**src/rtl/mul_fifo_pkg.sv**
```systemverilog
// Shared definitions for the multiplier result FIFO and its read-side drain.
// Holds the drain FSM state encoding and the FIFO status codes.
package mul_fifo_pkg;

    // Drain FSM state codes
    localparam logic [1:0] ST_IDLE = 2'd0;
    localparam logic [1:0] ST_REQ  = 2'd1;
    localparam logic [1:0] ST_WAIT = 2'd2;
    localparam logic [1:0] ST_OUT  = 2'd3;

    typedef enum logic [1:0] {
        S_IDLE = ST_IDLE,
        S_REQ  = ST_REQ,
        S_WAIT = ST_WAIT,
        S_OUT  = ST_OUT
    } drain_state_t;

    // FIFO-side status codes
    localparam logic [2:0] FIFO_INIT     = 3'd0;
    localparam logic [2:0] FIFO_NO_OP    = 3'd1;
    localparam logic [2:0] FIFO_WRITE    = 3'd2;
    localparam logic [2:0] FIFO_WR_ERROR = 3'd3;
    localparam logic [2:0] FIFO_READ     = 3'd4;
    localparam logic [2:0] FIFO_RD_ERROR = 3'd5;

    typedef enum logic [2:0] {
        F_INIT     = FIFO_INIT,
        F_NO_OP    = FIFO_NO_OP,
        F_WRITE    = FIFO_WRITE,
        F_WR_ERROR = FIFO_WR_ERROR,
        F_READ     = FIFO_READ,
        F_RD_ERROR = FIFO_RD_ERROR
    } fifo_state_t;

endpackage

```
**src/rtl/mul_fifo_drain_cnt.sv**
```systemverilog
// Event counter for the FIFO drain: clears, increments, wraps or saturates.
// Ports: clk, reset (sync, high), clear, inc -> count[CNT_W-1:0].
module mul_fifo_drain_cnt #(
    parameter int CNT_W    = 8,
    parameter bit SATURATE = 1'b0
) (
    input  logic             clk,
    input  logic             reset,
    input  logic             clear,
    input  logic             inc,
    output logic [CNT_W-1:0] count
);

    always_ff @(posedge clk) begin
        if (reset) begin
            count <= '0;
        end else if (clear) begin
            // clear beats a same-cycle increment
            count <= '0;
        end else if (inc) begin
            if (SATURATE && (&count)) begin
                count <= count;
            end else begin
                count <= count + CNT_W'(1);
            end
        end
    end

endmodule

```
**src/rtl/mul_fifo_drain.sv**
```systemverilog
// Read-side master for the multiplier result FIFO: one outstanding read,
// captured data offered on a valid/ready port, read/error counters, fault.
// Ports: clk, reset; enable, clear; fifo_empty/rd_en/rd_ack/rd_err/dout;
// out_valid/out_ready/out_data; rd_count, err_count, fault.
module mul_fifo_drain
    import mul_fifo_pkg::*;
#(
    parameter int DATA_W  = 64,
    parameter int CNT_W   = 8,
    parameter int TIMEOUT = 4
) (
    input  logic              clk,
    input  logic              reset,
    input  logic              enable,
    input  logic              clear,
    input  logic              fifo_empty,
    output logic              fifo_rd_en,
    input  logic              fifo_rd_ack,
    input  logic              fifo_rd_err,
    input  logic [DATA_W-1:0] fifo_dout,
    output logic              out_valid,
    input  logic              out_ready,
    output logic [DATA_W-1:0] out_data,
    output logic [CNT_W-1:0]  rd_count,
    output logic [CNT_W-1:0]  err_count,
    output logic              fault
);

    localparam int TMR_W = (TIMEOUT > 2) ? $clog2(TIMEOUT) : 1;
    localparam logic [TMR_W-1:0] TMR_LAST = TMR_W'(TIMEOUT - 1);

    drain_state_t     state;
    drain_state_t     state_nxt;
    logic [TMR_W-1:0] timer;
    logic             start;
    logic             rd_inc;
    logic             err_inc;
    logic             timeout;
    logic             handshake;

    assign start     = enable & ~fifo_empty & ~fault;
    assign handshake = out_valid & out_ready;

    always_comb begin
        state_nxt = state;
        rd_inc    = 1'b0;
        err_inc   = 1'b0;
        timeout   = 1'b0;
        case (state)
            S_IDLE: begin
                if (start) begin
                    state_nxt = S_REQ;
                end
            end
            S_REQ: begin
                state_nxt = S_WAIT;
            end
            S_WAIT: begin
                // ack wins when ack and err arrive together
                if (fifo_rd_ack) begin
                    rd_inc    = 1'b1;
                    state_nxt = S_OUT;
                end else if (fifo_rd_err) begin
                    err_inc   = 1'b1;
                    state_nxt = S_IDLE;
                end else if (timer == TMR_LAST) begin
                    timeout   = 1'b1;
                    state_nxt = S_IDLE;
                end
            end
            S_OUT: begin
                if (handshake) begin
                    state_nxt = start ? S_REQ : S_IDLE;
                end
            end
            default: begin
                state_nxt = S_IDLE;
            end
        endcase
    end

    always_ff @(posedge clk) begin
        if (reset) begin
            state      <= S_IDLE;
            fifo_rd_en <= 1'b0;
            out_valid  <= 1'b0;
            out_data   <= '0;
            timer      <= '0;
            fault      <= 1'b0;
        end else begin
            state <= state_nxt;
            // registered strobe, high exactly while in REQ
            fifo_rd_en <= (state_nxt == S_REQ);

            if (state == S_REQ) begin
                timer <= '0;
            end else if (state == S_WAIT) begin
                timer <= timer + TMR_W'(1);
            end

            if (rd_inc) begin
                out_valid <= 1'b1;
                out_data  <= fifo_dout;
            end else if ((state == S_OUT) && handshake) begin
                out_valid <= 1'b0;
            end

            if (clear) begin
                fault <= 1'b0;
            end else if (timeout) begin
                fault <= 1'b1;
            end
        end
    end

    mul_fifo_drain_cnt #(
        .CNT_W    (CNT_W),
        .SATURATE (1'b0)
    ) u_rd_cnt (
        .clk   (clk),
        .reset (reset),
        .clear (clear),
        .inc   (rd_inc),
        .count (rd_count)
    );

    mul_fifo_drain_cnt #(
        .CNT_W    (CNT_W),
        .SATURATE (1'b1)
    ) u_err_cnt (
        .clk   (clk),
        .reset (reset),
        .clear (clear),
        .inc   (err_inc),
        .count (err_count)
    );

endmodule

```
**config.mk**
```make
export PLATFORM = sky130hd
export DESIGN_NAME = mul_fifo_drain
export DESIGN_NICKNAME = d
export VERILOG_FILES = /design/src/rtl/mul_fifo_pkg.sv /design/src/rtl/mul_fifo_drain_cnt.sv /design/src/rtl/mul_fifo_drain.sv
export SDC_FILE = /design/constraint.sdc
export NUM_CORES = 1
export LEC_CHECK = 0
export CAP_MARGIN = 20
export CORE_MARGIN = 2
export CORE_UTILIZATION = 60
export CTS_CLUSTER_DIAMETER = 50
export CTS_CLUSTER_SIZE = 8
export DETAILED_ROUTE_END_ITERATION = 16
export DONT_BUFFER_PORTS = 1
export PLACE_DENSITY = 0.8
export SETUP_SLACK_MARGIN = 0.05
export SLEW_MARGIN = 20
export SYNTH_ARGS = -nofsm -noshare
export SYNTH_HDL_FRONTEND = slang
export SYNTH_SLANG_ARGS = --single-unit
```
**constraint.sdc**
```tcl
create_clock -name clk -period 1.9 [get_ports clk]
set_input_delay 0.38 -clock clk [delete_from_list [all_inputs] [get_ports clk]]
set_output_delay 0.38 -clock clk [all_outputs]
set_load 0.005 [all_outputs]
```
==> results of run 1 <==
[worst max-delay path: stages (launching register included)]
cell and delay (ns):
dfxtp_1 0.50, and3b_2 0.54, buf_12 0.22, nand2_1 0.06, a21oi_1 0.17
[path summary, 6_finish.rpt]
| kind | endpoint | slack [ns] | cells past startpoint |
|---|---|---|---|
| max reg2reg | out_data[52] | 0.32 | 4 |
| min | out_data[28] | 0.11 | 1 |
| min reg2reg | out_data[34] | 0.47 | 2 |
| max | out_data[52] | 0.32 | 4 |
[where the power goes]
group,internal [µW],total (µW),leakage [µW],switching [µW]
logic,53.2,133,0.000358,79.3
clock network,866,1470,0.000119,607
registers,1870,1910,0.000703,41.1
[logic make-up after synthesis]
group / after synthesis / share of synthesized area (%)
multiplexers: 2 / 0.6171
adder cells (fa/ha/maj): 3 / 1.157
buffers and inverters: 30 / 4.242
XOR/XNOR: 10 / 2.699
flip-flops: 87 / 53.68
AND/OR/NAND/NOR: 184 / 23.72
AO/OA/AOI/OAI: 84 / 13.88
[area by class of cell]
cell class,instances,area (µm²),share of cell area [%]
Tap cell,70,87.58,2.504
Clock buffer,9,123.9,3.542
Multi-Input combinational cell,283,1369,39.14
Timing Repair Buffer,4,55.05,1.574
Inverter,3,11.26,0.3220
Clock inverter,6,108.9,3.113
Sequential cell,87,1742,49.80
[per-layer routing]
metal | vias to the layer above | wire (µm) | GRT usage, %
met5 | - | 0 | 0
met2 | 120 | 3329 | 37.04
met3 | 14 | 632 | 8.605
met1 | 1148 | 2838 | 26.76
li1 | 1280 | - | -
met4 | 0 | 133 | 11.07
[cell usage after synthesis (2+ instances only)]
master    count
nor2_1       20
nor3_1        2
xor2_1        6
nand4_1       7
dfxtp_1      87
nand2_1     136
nand2b_1      2
o21ai_0       5
mux2i_1       2
inv_1         3
ha_1          3
xnor2_1       4
nand3_1       3
and3_1        3
a21oi_1      73
nor2b_1       2
clkbuf_1     14
buf_2        11
or3_1         3
[registers in the layout (all words and copies together) (netlist names)]
register and count:
out_data 64, state 2, u_err_cnt.count 8, fault 1, out_valid 1, fifo_rd_en 1
timer 2, u_rd_cnt.count 8
[per-stage QoR]
| stage | util, % | hold slack [ns] | total power [µW] | setup slack (ns) |
|---|---|---|---|---|
| 2_1_floorplan | - | 0.4527 | 2074 | 0.5211 |
| 3_3_place_gp | 63.11 | 0.4536 | 2077 | 0.4028 |
| 3_5_place_dp | 63.11 | 0.4565 | 2085 | 0.3593 |
| 4_1_cts | 67.61 | 0.08704 | 3553 | 0.3346 |
| 5_1_grt | 67.61 | 0.07298 | 3650 | 0.2168 |
| 6_report | 67.61 | 0.1065 | 3514 | 0.3174 |
==> impl_metrics.json, run 1 <==
{
  "die_y_um": 77.54,
  "outcome": "complete, no violations",
  "drv_cap": 0,
  "nFillCells": 455,
  "synth_top_area_share_pct": 53.68,
  "cts_buffers": 9,
  "ys_seq_area_share_pct": 53.68,
  "cts_root_buf": "clkbuf_8",
  "die_w_um": 77.54,
  "worst_pin_slew_ns": 0.4599,
  "nets": 463,
  "end_kind": "register",
  "io_pins": 155,
  "ant_nets": 0,
  "die_area_mm2": 0.006012,
  "clkSlewWorstSetupHoldPaths_ns": 0.08,
  "worst_ep_required_time_ns": 2.15,
  "core_area_mm2": 0.005172,
  "start_util_pct": 62.72,
  "synth_seq_cells": 87,
  "synth_cells": 400,
  "diodes": 0,
  "postSynth.asyncResetShare_pct": 0,
  "slew_headroom_pct": 69.34,
  "clk_path_buf_depth": 2,
  "ir_drop_uv": 680.4,
  "hold_start": "reset",
  "dpl.cell_count": 447,
  "tns_ns": 0,
  "cp.arrival_ns": 1.83,
  "p_per_area_mw_per_mm2": 1005,
  "p_leak_uw": 0.001180,
  "fin_crit_sh_pct": 83.29,
  "fmax_mhz": 631.9,
  "post-cts-setup-buffers": 0,
  "wl_per_cell_um": 15.01,
  "drc": 0,
  "rows": 26,
  "portBuffers": 0,
  "hold_buffers": 0,
  "grt_max_degree": 71,
  "clock_latency_ns": 0.34,
  "cts_resized": 0,
  "ys_warn_count": 0,
  "grt_pass1_wl_um": 11070,
  "synthDistinctLibCells": 33,
  "synth_nets": 475,
  "cts_sinks": 87,
  "vias_per_cell": 5.545,
  "synth.area.top_cells": "dfxtp_1 (54%), nand2_1 (16%), a21oi_1 (11%), nor2_1 (2.3%), buf_2 (1.7%)",
  "slew_violations": 0,
  "final_layout_size_suffix_gt1_share_pct": 6.122,
  "final_cell_mix": "nand2_1 (135), dfxtp_1 (87), a21oi_1 (73)",
  "yosysTopAreaCell": "dfxtp_1",
  "cts_tree": "built",
  "fin_crit_ns": 1.583,
  "vias": 2562,
  "grt_pass1_vias": 2495,
  "worstHoldPathType": "primary input to register",
  "drt_iter0_drc": 114,
  "synth-main-ff-cell": "dfxtp_1",
  "grt_overflow_total": 0,
  "fin_area_mm2": 0.003497,
  "gp_congestion": 0.7864,
  "synth_edf_count": 0,
  "finalHoldViolCount": 0,
  "synth_area_mm2": 0.003244,
  "mostFrequentLayoutCell": "nand2_1",
  "dr.pass1.iters": 4,
  "drt_wl_total_um": 6934,
  "instances_no_fill": 462,
  "rsz0062_at_grt": "no",
  "htreeDepth": 3,
  "crit_type": "register to register",
  "track_usage_pct": 22.89,
  "areaGrowthSynthToFinish_pct": 7.790,
  "cp-startpoint": "state[1]",
  "finClkSkew_ns": 0.008008,
  "finalSetupViolations": 0,
  "reg2reg_from": "state[1]",
  "antenna_found_initial": 0,
  "start_kind": "register",
  "avgSynthCellArea_um2": 8.111,
  "cp_max_fo": 22,
  "place_area_mm2": 0.003264,
  "place.detailed.hpwl_um": 4844
}
Note: power is estimated with default switching activity, not from simulation.
==> inputs of run 2 (changes only) <==
--- a/config.mk
+++ b/config.mk
@@ -7,12 +7,12 @@
 export LEC_CHECK = 0
 export CAP_MARGIN = 20
 export CORE_MARGIN = 2
-export CORE_UTILIZATION = 60
+export CORE_UTILIZATION = 56
 export CTS_CLUSTER_DIAMETER = 50
 export CTS_CLUSTER_SIZE = 8
 export DETAILED_ROUTE_END_ITERATION = 16
 export DONT_BUFFER_PORTS = 1
-export PLACE_DENSITY = 0.8
+export PLACE_DENSITY = 0.78
 export SETUP_SLACK_MARGIN = 0.05
 export SLEW_MARGIN = 20
 export SYNTH_ARGS = -nofsm -noshare
==> constraint.sdc (replaced) <==
create_clock -name clk -period 1.43 [get_ports clk]
set_input_delay 0.286 -clock clk [delete_from_list [all_inputs] [get_ports clk]]
set_output_delay 0.286 -clock clk [all_outputs]
set_load 0.005 [all_outputs]
==> impl_metrics.json, run 2 (synthesis gave the netlist of run 1 again) <==
{
  "outcome": "complete, no violations",
  "r2r-end": "u_err_cnt.count[5]",
  "cts_tree": "built",
  "grt_overflow_total": 0,
  "drv_cap": 0,
  "grt_pass1_wl_um": 10390,
  "die_y_um": 80.12,
  "p_per_area_mw_per_mm2": 1262,
  "cp_top_family": "simple AND/OR/NAND/NOR gates",
  "rrSetupSlack_ns": 0.08,
  "end_kind": "register",
  "reg2reg_from": "state[0]",
  "clkSlewWorstSetupHoldPaths_ns": 0.10,
  "reg2reg_depth": 4,
  "die_w_um": 80.12,
  "fin_crit_sh_pct": 94.37,
  "worstHoldPathType": "primary input to register",
  "cts_sinks": 87,
  "slew_headroom_pct": 76.41,
  "place_area_mm2": 0.003319,
  "final_cell_mix": "nand2_1 (135), dfxtp_1 (81), a21oi_1 (72)",
  "tns_ns": 0,
  "portBuffers": 0,
  "slowest_stage": "and4bb_4",
  "final_core_util_pct": 65.42,
  "rows": 27,
  "worst_pin_slew_ns": 0.3538,
  "mostFrequentLayoutCell": "nand2_1",
  "cp.buffers_inverters": 0,
  "p_leak_uw": 0.001244,
  "start_kind": "register",
  "cp.arrival_ns": 1.62,
  "drt_wl_total_um": 7067,
  "finClkSkew_ns": 0.01274,
  "fin_area_mm2": 0.003625,
  "crit_chain": "and4bb_4 > o211ai_4 > or3_4 > a21oi_2",
  "clk_path_buf_depth": 2,
  "hold_start": "reset",
  "ant_nets": 0,
  "core_area_mm2": 0.005540,
  "worst_ep_required_time_ns": 1.71,
  "drt_iter0_drc": 100,
  "final_layout_size_suffix_gt1_share_pct": 11.19,
  "vias_per_cell": 5.466,
  "track_usage_pct": 20.83,
  "grt_pass1_vias": 2390,
  "whs_ns": 0.004514,
  "dr.pass1.iters": 4,
  "drc": 0,
  "htreeDepth": 3,
  "vias": 2591,
  "largest_register_ffs": 64,
  "grt_max_degree": 71,
  "top_regs": "out_data: 64 flops, u_err_cnt.count: 8 flops, u_rd_cnt.count: 8 flops",
  "holdPathEnd": "out_data[51]",
  "diodes": 0,
  "fmax_mhz": 741.0,
  "nFillCells": 487,
  "die_area_mm2": 0.006418,
  "place.detailed.hpwl_um": 4816,
  "areaGrowthSynthToFinish_pct": 11.72,
  "finalHoldViolCount": 0,
  "dpl.cell_count": 456,
  "holdPathStages": 1,
  "instances_no_fill": 474,
  "cts_root_buf": "clkbuf_8",
  "nets": 472,
  "clock_latency_ns": 0.35,
  "rsz0062_at_grt": "yes",
  "finalSetupViolations": 0,
  "crit_type": "register to register",
  "ir_drop_uv": 805.0,
  "regMostFlops": "out_data",
  "gp_congestion": 0.8521,
  "fin_crit_ns": 1.349,
  "wl_per_cell_um": 14.91,
  "io_pins": 155,
  "start_util_pct": 58.56,
  "antenna_found_initial": 0,
  "slew_violations": 0,
  "cp_slowest_stage_delay_ns": 0.38,
  "cts_buffers": 9,
  "cp_max_fo": 5
}
## run 2: worst max path at each step
| stage | slack, ns | to | cells past startpoint | startpoint |
|---|---|---|---|---|
| after floorplan | 0.07 | u_err_cnt.count[5] | 5 | state[0] |
| after global placement | 0.07 | u_err_cnt.count[1] | 5 | u_err_cnt.count[1] |
| after detailed placement | 0.05 | u_err_cnt.count[1] | 5 | u_err_cnt.count[1] |
| after CTS | 0.06 | u_err_cnt.count[5] | 5 | u_err_cnt.count[0] |
| after global routing | 0.02 | u_err_cnt.count[7] | 4 | state[0] |
| final | 0.08 | u_err_cnt.count[5] | 4 | state[0] |
## run 2: power breakdown
part	total, µW	internal (µW)	switching [µW]
sequential	2530	2480	48.4
combinational	202	85.7	116
clock	1840	986	857
## run 2: through the flow
stage | power (µW) | worst slack [ns]
CTS | 4610 | 0.06460
global placement | 2768 | 0.06519
detailed placement | 2778 | 0.05181
floorplan | 2755 | 0.07081
global route | 4766 | 0.01829
finish | 4575 | 0.08052
## run 2: routing by layer
layer / part of all wire (%) / vias to the layer above / track usage, %
met5: 0 / - / 0
met4: 2.2 / 0 / 10.34
met3: 12 / 13 / 9.663
met2: 45 / 138 / 34.58
met1: 41 / 1138 / 22.21
li1: - / 1302 / -
## run 2: area by class of cell
cell class              instances  area [µm²]  share of cell area, %
clock inverters                 7       97.59                  2.692
well taps                      72       90.09                  2.485
clock buffers                   9       123.9                  3.417
inverters                       3       11.26                 0.3107
flip-flops and latches         87        1749                  48.26
multi-input cells             283        1405                  38.76
repair buffers                 13       147.6                  4.073
## run 2: timing repair
| action | 4_1_cts | 5_1_grt |
|---|---|---|
| buffers inserted | 0 | 1 |
| pin swaps | 0 | 4 |
| resized for setup | 1 | 15 |
| gates cloned | 0 | 1 |
| endpoints found under the hold margin | 56 | 65 |
| endpoints found under the setup margin | 1 | 30 |
